### config.mk
export PLATFORM = sky130hd
export DESIGN_NAME = or1k_marocchino_div_sched
export DESIGN_NICKNAME = d
export VERILOG_FILES = /design/src/rtl/or1k_marocchino_div_sched.sv
export SDC_FILE = /design/constraint.sdc
export NUM_CORES = 1
export LEC_CHECK = 0
export ABC_AREA = 1
export ABC_CLOCK_PERIOD_IN_PS = 1800
export CAP_MARGIN = 10
export CORE_ASPECT_RATIO = 0.8
export CORE_MARGIN = 3
export CORE_UTILIZATION = 39
export DETAILED_ROUTE_END_ITERATION = 7
export HOLD_SLACK_MARGIN = 0.06
export PLACE_DENSITY = 0.82
export SYNTH_ARGS = -nofsm -noshare
export SYNTH_HDL_FRONTEND = slang
export SYNTH_SLANG_ARGS = --single-unit
### constraint.sdc
create_clock -name cpu_clk -period 1.8 [get_ports cpu_clk]
set_clock_uncertainty 0.2 [all_clocks]
set_input_delay 0.18 -clock cpu_clk [delete_from_list [all_inputs] [get_ports cpu_clk]]
set_output_delay 0.18 -clock cpu_clk [all_outputs]
set_load 0.01 [all_outputs]
### src/rtl/or1k_marocchino_div_sched.sv
// ---------------------------------------------------------------------------
// or1k_marocchino_div_sched
//
// This module shares the serial integer divider between two requesters:
// req0 is the integer pipe and req1 is the auxiliary/debug pipe.
//
// Behaviour:
//   - In IDLE, a request is arbitrated. The winner's operands, operation kind
//     and index are latched, and the winner gets a one-cycle ack.
//   - In ISSUE, the latched operation is presented to the divider until the
//     divider takes it.
//   - In BUSY, the block waits for the divider result to be written back,
//     then sends a one-cycle done pulse to the owner.
//   - A pipeline flush returns the block to IDLE from any state.
//
// Optional feature (macro OR1K_MAROCCHINO_DIV_SCHED_RR_EN):
//   - Defined: round-robin arbitration. When both requesters are valid, the
//     one that did not win last time wins. After reset, req0 wins first.
//   - Undefined: fixed priority. req0 always wins over req1.
//
// Ports:
//   cpu_clk, cpu_rst_n            clock, asynchronous active-low reset
//   pipeline_flush_i              synchronous flush
//   reqN_valid_i                  request pending (N = 0, 1)
//   reqN_a1_i, reqN_b1_i          numerator / denominator
//   reqN_signed_i                 signed division requested
//   reqN_unsigned_i               unsigned division requested
//   reqN_ack_o                    request latched (one-cycle pulse)
//   reqN_done_o                   result written back (one-cycle pulse)
//   exec_op_div_o                 issue strobe to the divider
//   exec_op_div_signed_o          latched signed kind
//   exec_op_div_unsigned_o        latched unsigned kind
//   exec_div_a1_o, exec_div_b1_o  latched operands
//   idiv_taking_op_i              divider accepted the issue
//   div_valid_i                   divider result valid
//   padv_wrbk_i                   write-back advance
//   grant_wrbk_to_div_i           write-back granted to the divider
//   div_owner_o                   index of the current owner
//   busy_o                        an operation is owned (state not IDLE)
// ---------------------------------------------------------------------------
module or1k_marocchino_div_sched #(
   parameter int OPTION_OPERAND_WIDTH = 32
) (
   input  logic                              cpu_clk,
   input  logic                              cpu_rst_n,
   input  logic                              pipeline_flush_i,
   input  logic                              req0_valid_i,
   input  logic [OPTION_OPERAND_WIDTH-1:0]   req0_a1_i,
   input  logic [OPTION_OPERAND_WIDTH-1:0]   req0_b1_i,
   input  logic                              req0_signed_i,
   input  logic                              req0_unsigned_i,
   output logic                              req0_ack_o,
   output logic                              req0_done_o,
   input  logic                              req1_valid_i,
   input  logic [OPTION_OPERAND_WIDTH-1:0]   req1_a1_i,
   input  logic [OPTION_OPERAND_WIDTH-1:0]   req1_b1_i,
   input  logic                              req1_signed_i,
   input  logic                              req1_unsigned_i,
   output logic                              req1_ack_o,
   output logic                              req1_done_o,
   output logic                              exec_op_div_o,
   output logic                              exec_op_div_signed_o,
   output logic                              exec_op_div_unsigned_o,
   output logic [OPTION_OPERAND_WIDTH-1:0]   exec_div_a1_o,
   output logic [OPTION_OPERAND_WIDTH-1:0]   exec_div_b1_o,
   input  logic                              idiv_taking_op_i,
   input  logic                              div_valid_i,
   input  logic                              padv_wrbk_i,
   input  logic                              grant_wrbk_to_div_i,
   output logic                              div_owner_o,
   output logic                              busy_o
);

   typedef enum logic [2:0] {
      ST_IDLE  = 3'b001,
      ST_ISSUE = 3'b010,
      ST_BUSY  = 3'b100
   } state_t;

   state_t                            state_q, state_d;
   logic                              latch;
   logic                              win;
   logic                              wb_take;
   logic                              ack0_q, ack0_d;
   logic                              ack1_q, ack1_d;
   logic                              done0_q, done0_d;
   logic                              done1_q, done1_d;
   logic                              owner_q;
   logic                              signed_q, unsigned_q;
   logic [OPTION_OPERAND_WIDTH-1:0]   a1_q, b1_q;

   always_comb wb_take = div_valid_i & padv_wrbk_i & grant_wrbk_to_div_i;

`ifdef OR1K_MAROCCHINO_DIV_SCHED_RR_EN
   // last_owner resets to 1, so req0 wins the first contended grant.
   logic last_owner_q;

   always_comb begin
      win = req1_valid_i;
      if (req0_valid_i & req1_valid_i)
         win = ~last_owner_q;
   end

   always_ff @(posedge cpu_clk or negedge cpu_rst_n) begin
      if (!cpu_rst_n)
         last_owner_q <= 1'b1;
      else if (latch)
         last_owner_q <= win;
   end
`else
   // The winner index is only used when some request is valid.
   always_comb win = ~req0_valid_i;
`endif

   always_comb begin
      state_d = state_q;
      latch   = 1'b0;
      ack0_d  = 1'b0;
      ack1_d  = 1'b0;
      done0_d = 1'b0;
      done1_d = 1'b0;
      case (state_q)
         ST_IDLE: begin
            if (req0_valid_i | req1_valid_i) begin
               latch   = 1'b1;
               ack0_d  = ~win;
               ack1_d  = win;
               state_d = ST_ISSUE;
            end
         end
         ST_ISSUE: begin
            if (idiv_taking_op_i)
               state_d = ST_BUSY;
         end
         ST_BUSY: begin
            if (wb_take) begin
               done0_d = ~owner_q;
               done1_d = owner_q;
               state_d = ST_IDLE;
            end
         end
         default: state_d = ST_IDLE;
      endcase
      // A flush overrides everything: no latch, no ack, no done.
      if (pipeline_flush_i) begin
         state_d = ST_IDLE;
         latch   = 1'b0;
         ack0_d  = 1'b0;
         ack1_d  = 1'b0;
         done0_d = 1'b0;
         done1_d = 1'b0;
      end
   end

   always_ff @(posedge cpu_clk or negedge cpu_rst_n) begin
      if (!cpu_rst_n) begin
         state_q <= ST_IDLE;
         ack0_q  <= 1'b0;
         ack1_q  <= 1'b0;
         done0_q <= 1'b0;
         done1_q <= 1'b0;
      end else begin
         state_q <= state_d;
         ack0_q  <= ack0_d;
         ack1_q  <= ack1_d;
         done0_q <= done0_d;
         done1_q <= done1_d;
      end
   end

   // The operands are held from the IDLE latch until the next latch.
   always_ff @(posedge cpu_clk or negedge cpu_rst_n) begin
      if (!cpu_rst_n) begin
         a1_q       <= '0;
         b1_q       <= '0;
         signed_q   <= 1'b0;
         unsigned_q <= 1'b0;
         owner_q    <= 1'b0;
      end else if (latch) begin
         a1_q       <= win ? req1_a1_i       : req0_a1_i;
         b1_q       <= win ? req1_b1_i       : req0_b1_i;
         signed_q   <= win ? req1_signed_i   : req0_signed_i;
         unsigned_q <= win ? req1_unsigned_i : req0_unsigned_i;
         owner_q    <= win;
      end
   end

   always_comb begin
      req0_ack_o             = ack0_q;
      req1_ack_o             = ack1_q;
      req0_done_o            = done0_q;
      req1_done_o            = done1_q;
      exec_op_div_o          = (state_q == ST_ISSUE);
      exec_op_div_signed_o   = signed_q;
      exec_op_div_unsigned_o = unsigned_q;
      exec_div_a1_o          = a1_q;
      exec_div_b1_o          = b1_q;
      div_owner_o            = owner_q;
      busy_o                 = (state_q != ST_IDLE);
   end

endmodule

## Word level (Yosys, flattened, before mapping)

Index checks and enable logic that the tools add are counted.
W data, S select, Z words.

- Input bits: 141
- Flip-flop bits (word level): 74

- Bitwise gates (word level): 5
- Reduce and logical (&&, ||, !) cells: 1
- Equality and inequality tests: 7
- Multiplexer cells: 24

Operator list:

| kind | count |
|---|---|
| $mux W32 | 2 |
| $mux W1 | 17 |
| $mux W3 | 4 |
| $pmux W3 S3 | 1 |
| $ne A3 B3 Y1 const B | 2 |
| $eq A3 B1 Y1 const B | 1 |
| $eq A3 B2 Y1 const B | 1 |
| $eq A3 B3 Y1 const B | 1 |
| $ne A3 B1 Y1 const B | 1 |
| $ne A3 B2 Y1 const B | 1 |
| $reduce_and A3 Y1 | 1 |
| $and A1 B1 Y1 | 2 |
| $not A1 Y1 | 2 |
| $or A1 B1 Y1 | 1 |

## Depth between registers and ports, before layout

Gate-level depths: netlist of run 1.

- Depth after elaboration: 5
- Gate-level depth with buffers: 10

## Least setup slack after synthesis of run 1

Ideal clock, no wire load.

- Kind: register to register
- From: reg state_q[0]
- To: reg b1_q[10] (netlist: exec_div_b1_o[10])
- Clock period less this slack: 1.636 ns
- Setup slack: 0.164 ns
- Arrival: 1.320 ns
- Cell stages (with the launch flop): 10
- Setup time: 0.117 ns
- Cell sequence: dfstp_2 > inv_2 > nor2_2 > nand2_2 > nor2_4 > nand2_2 > buf_4 > buf_6 > nand2_1 > nand2_1

- Cells in the longest elaborated chain, start to end: 3

RTL lines:

| item | RTL line | source |
|---|---|---|
| from (decl) | 80 | `state_t state_q, state_d;` |
| from (signal assigned) | 163 | `state_q <= state_d;` |
| $eq A3 B1 Y1 | 122 | `case (state_q)` |
| $mux W1 | 122 |  |
| $mux W1 | 145 | `if (pipeline_flush_i) begin` |
| to (signal assigned) | 181 | `b1_q <= win ? req1_b1_i : req0_b1_i;` |
| to (decl) | 90 | `logic [OPTION_OPERAND_WIDTH-1:0] a1_q, b1_q;` |

No other way between the ends.
A chain may end at the register's enable or synchronous reset.

## Worst setup path after layout of run 1

- From: reg state_q[0]
- To: out busy_o

- Cells in the longest elaborated chain, start to end: 1

RTL lines:

| item | RTL line | source |
|---|---|---|
| $ne A3 B1 Y1 | 199 | `busy_o = (state_q != ST_IDLE);` |
| to (decl) | 71 | `output logic busy_o` |

No other way between the ends.

==> results of run 1 <==
[state kept, by name (all words and copies together), names as in the netlist]
| name | count |
|---|---|
| req0_done_o | 1 |
| req1_ack_o | 1 |
| div_owner_o | 1 |
| req0_ack_o | 1 |
| exec_op_div_signed_o | 1 |
| exec_div_a1_o | 32 |
| state_q | 3 |
| exec_div_b1_o | 32 |
| req1_done_o | 1 |
| exec_op_div_unsigned_o | 1 |
[metal layers]
layer  vias up  wire [um]
met5         -          0
met2       170       5833
met4         0        121
met1      1886       4768
met3        10       1090
li1       2089          -
[cells in the mapped netlist, drive strengths merged]
cell type  instances
buf               23
clkbuf            13
nor2               9
nand2            341
nand3             70
a21oi              1
o21bai             1
inv                8
dfrtp             73
nand3b             1
dfstp              1
o21ai              1
clkinv             1
nor3               3
[final cells by class]
| cell class | instances | area, sq um | area share (%) |
|---|---|---|---|
| Multi-Input combinational cell | 427 | 1729 | 27.06 |
| Inverter | 9 | 33.78 | 0.5287 |
| Sequential cell | 74 | 1853 | 29.00 |
| Tap cell | 115 | 143.9 | 2.252 |
| Clock inverter | 5 | 85.08 | 1.332 |
| Timing Repair Buffer | 228 | 2292 | 35.87 |
| Clock buffer | 11 | 252.7 | 3.955 |
[worst paths after layout]
check | from | to | cells past startpoint
setup reg to reg | state_q[0] | exec_div_a1_o[1] | 8
setup / recovery | state_q[0] | busy_o | 4
max in group asynchronous | cpu_rst_n | exec_div_a1_o[12] | 3
hold reg to reg | div_owner_o | req0_done_o | 1
min in group cpu_clk | req0_valid_i | state_q[0] | 6
hold / removal | cpu_rst_n | exec_div_a1_o[2] | 2
[where the power goes]
part,total (uW),switching (uW),internal (uW)
registers,2830,424,2410
clock network,1960,666,1300
logic,3660,1670,1980
[what timing repair did]
item | CTS | global route
hold endpoints to repair | 74 | 0
hold buffers | 1 | 0
resized for setup | 3 | 3
buffers inserted | 0 | 1
endpoints found under the setup margin | 2 | 13
pin swaps | 0 | 1
[per-stage QoR]
step                utilization, %  hold WS, ns
global placement             64.69      -0.1408
global route                 68.64      0.08690
finish                       68.64      0.06986
detailed placement           64.69      -0.1423
CTS                          68.41      0.06859
floorplan                        -      -0.3156
[critical path, cell delays in order, from the launching register on]
cell and delay, ns:
dfstp_2 0.55, inv_2 0.05, nor2_4 0.08, nand2_2 0.08, clkdlybuf4s15_1 0.25
[kinds of logic (layout without fill, tap and decap cells)]
logic type	count (synthesis)	in the layout	share of synthesized area (%)
DFF	74	74	48.53
AOI/OAI and AO/OA	3	3	0.4585
and+or+nand+nor	424	424	44.56
buffers and inverters	45	253	6.455
==> out/results.ini, run 1 <==
[cts]
cts_inserted_buffers=9
cts.sinks=74
cts_root_buf=clkbuf_16
clockBufferDepth=2
clk_latency_ns=0.31
cts_tree=done
ctsHtreeMaxLevel=3
clk_pin_slew_ns=0.06

[finish]
layout_commonest_cell=nand2_1
mostFrequentLayoutCells=nand2_1, clkdlybuf4s50_1, dfrtp_1
drive_above_1_share_pct=5.438
fillCellCount=757
final_cells=869
nets=890
area_delta_synth_final_pct=67.33
finalInstanceArea_sq_mm=0.006390
diodes=0

[timing]
period_minus_slack_ns=1.709
slew_headroom_pct=69.79
setup_viol=0
fin_ws_ns=0.09053
finalMaxSlewViolations=0
setup_tns_ns=0
final.period_utilization_pct=94.97
fmax_ghz=0.5850
rsz0062_at_grt=false
hold_viol_final=0
worst_pin_slew_ns=0.4531

[floorplanning]
die_h_um=94.51
placementRows=31
initial_core_util_pct=41.02
io_pins=214
die_width_um=116.6
die_area_sq_mm=0.01102
core-area_sq_mm=0.009309

[global_routing]
grt_max_degree=44
grt_pass1_wl_um=18110
grt.met3_usage_pct=6.791
met1_usage_pct=24.11
antenna_found_initial=0
overflow=0
use_met2_pct=36.81
grtUsageTotal_pct=20.59
grt_pass1_vias=3859
grt-busiest-layer=met2

[worst_setup_path]
path_class=flop to output pin
cp_data_required_time_ns=1.42
cp-start-kind=flop
end_kind=output pin
worstPathMaxFanout=3
r2r_setup_slack_ns=0.10
crit_arrival_ns=1.33

[logic_synthesis]
yosysTopAreaCell=dfrtp_1
yosys.area.top_type_share_pct=47.84
yosysUniqueCellTypes=20
ys_ff_latch=74
syn_nets=687
synth_sequential_area_ratio_pct=48.53
synth_area_leaders=dfrtp_1, nand2_1, nand3_1
syn_area_sq_mm=0.003819
syn_inst=546
syn_area_per_cell_sq_um=6.994
ys.warnings.count=0

[placed_design]
place_area_sq_mm=0.006022
place.gp.congestion=0.8212
hpwl_um=8934
place_inst=851
pre_cts_ws_ns=0.03561
numPortBuffers=213

[drt]
drtIter0Drc=192
vias=4155
drc=0
dr.pass1.iters=4
viasPerCell=4.781
ant_nets=0
routedWlPerCell_um=13.59
drt-total-wl_um=11810

[pwr]
leakage_uw=0.003273
power.total_uw=8453
p_per_area_mw_per_mm2=1323
peakVddDrop_v=0.0005438

[hold_path]
min_path_type=primary input to async pin

[run]
cap_violations=0

[outcome]
status=finished clean

(Power assumes the default switching activity.)
==> inputs of run 2 (changes only) <==
--- a/config.mk
+++ b/config.mk
@@ -6,7 +6,6 @@
 export NUM_CORES = 1
 export LEC_CHECK = 0
 export ABC_AREA = 1
-export ABC_CLOCK_PERIOD_IN_PS = 1800
 export CAP_MARGIN = 10
 export CORE_ASPECT_RATIO = 0.8
 export CORE_MARGIN = 3
==> results of run 2 <==
Same layout as run 1: the final DEF is identical, and so are final timing and power.
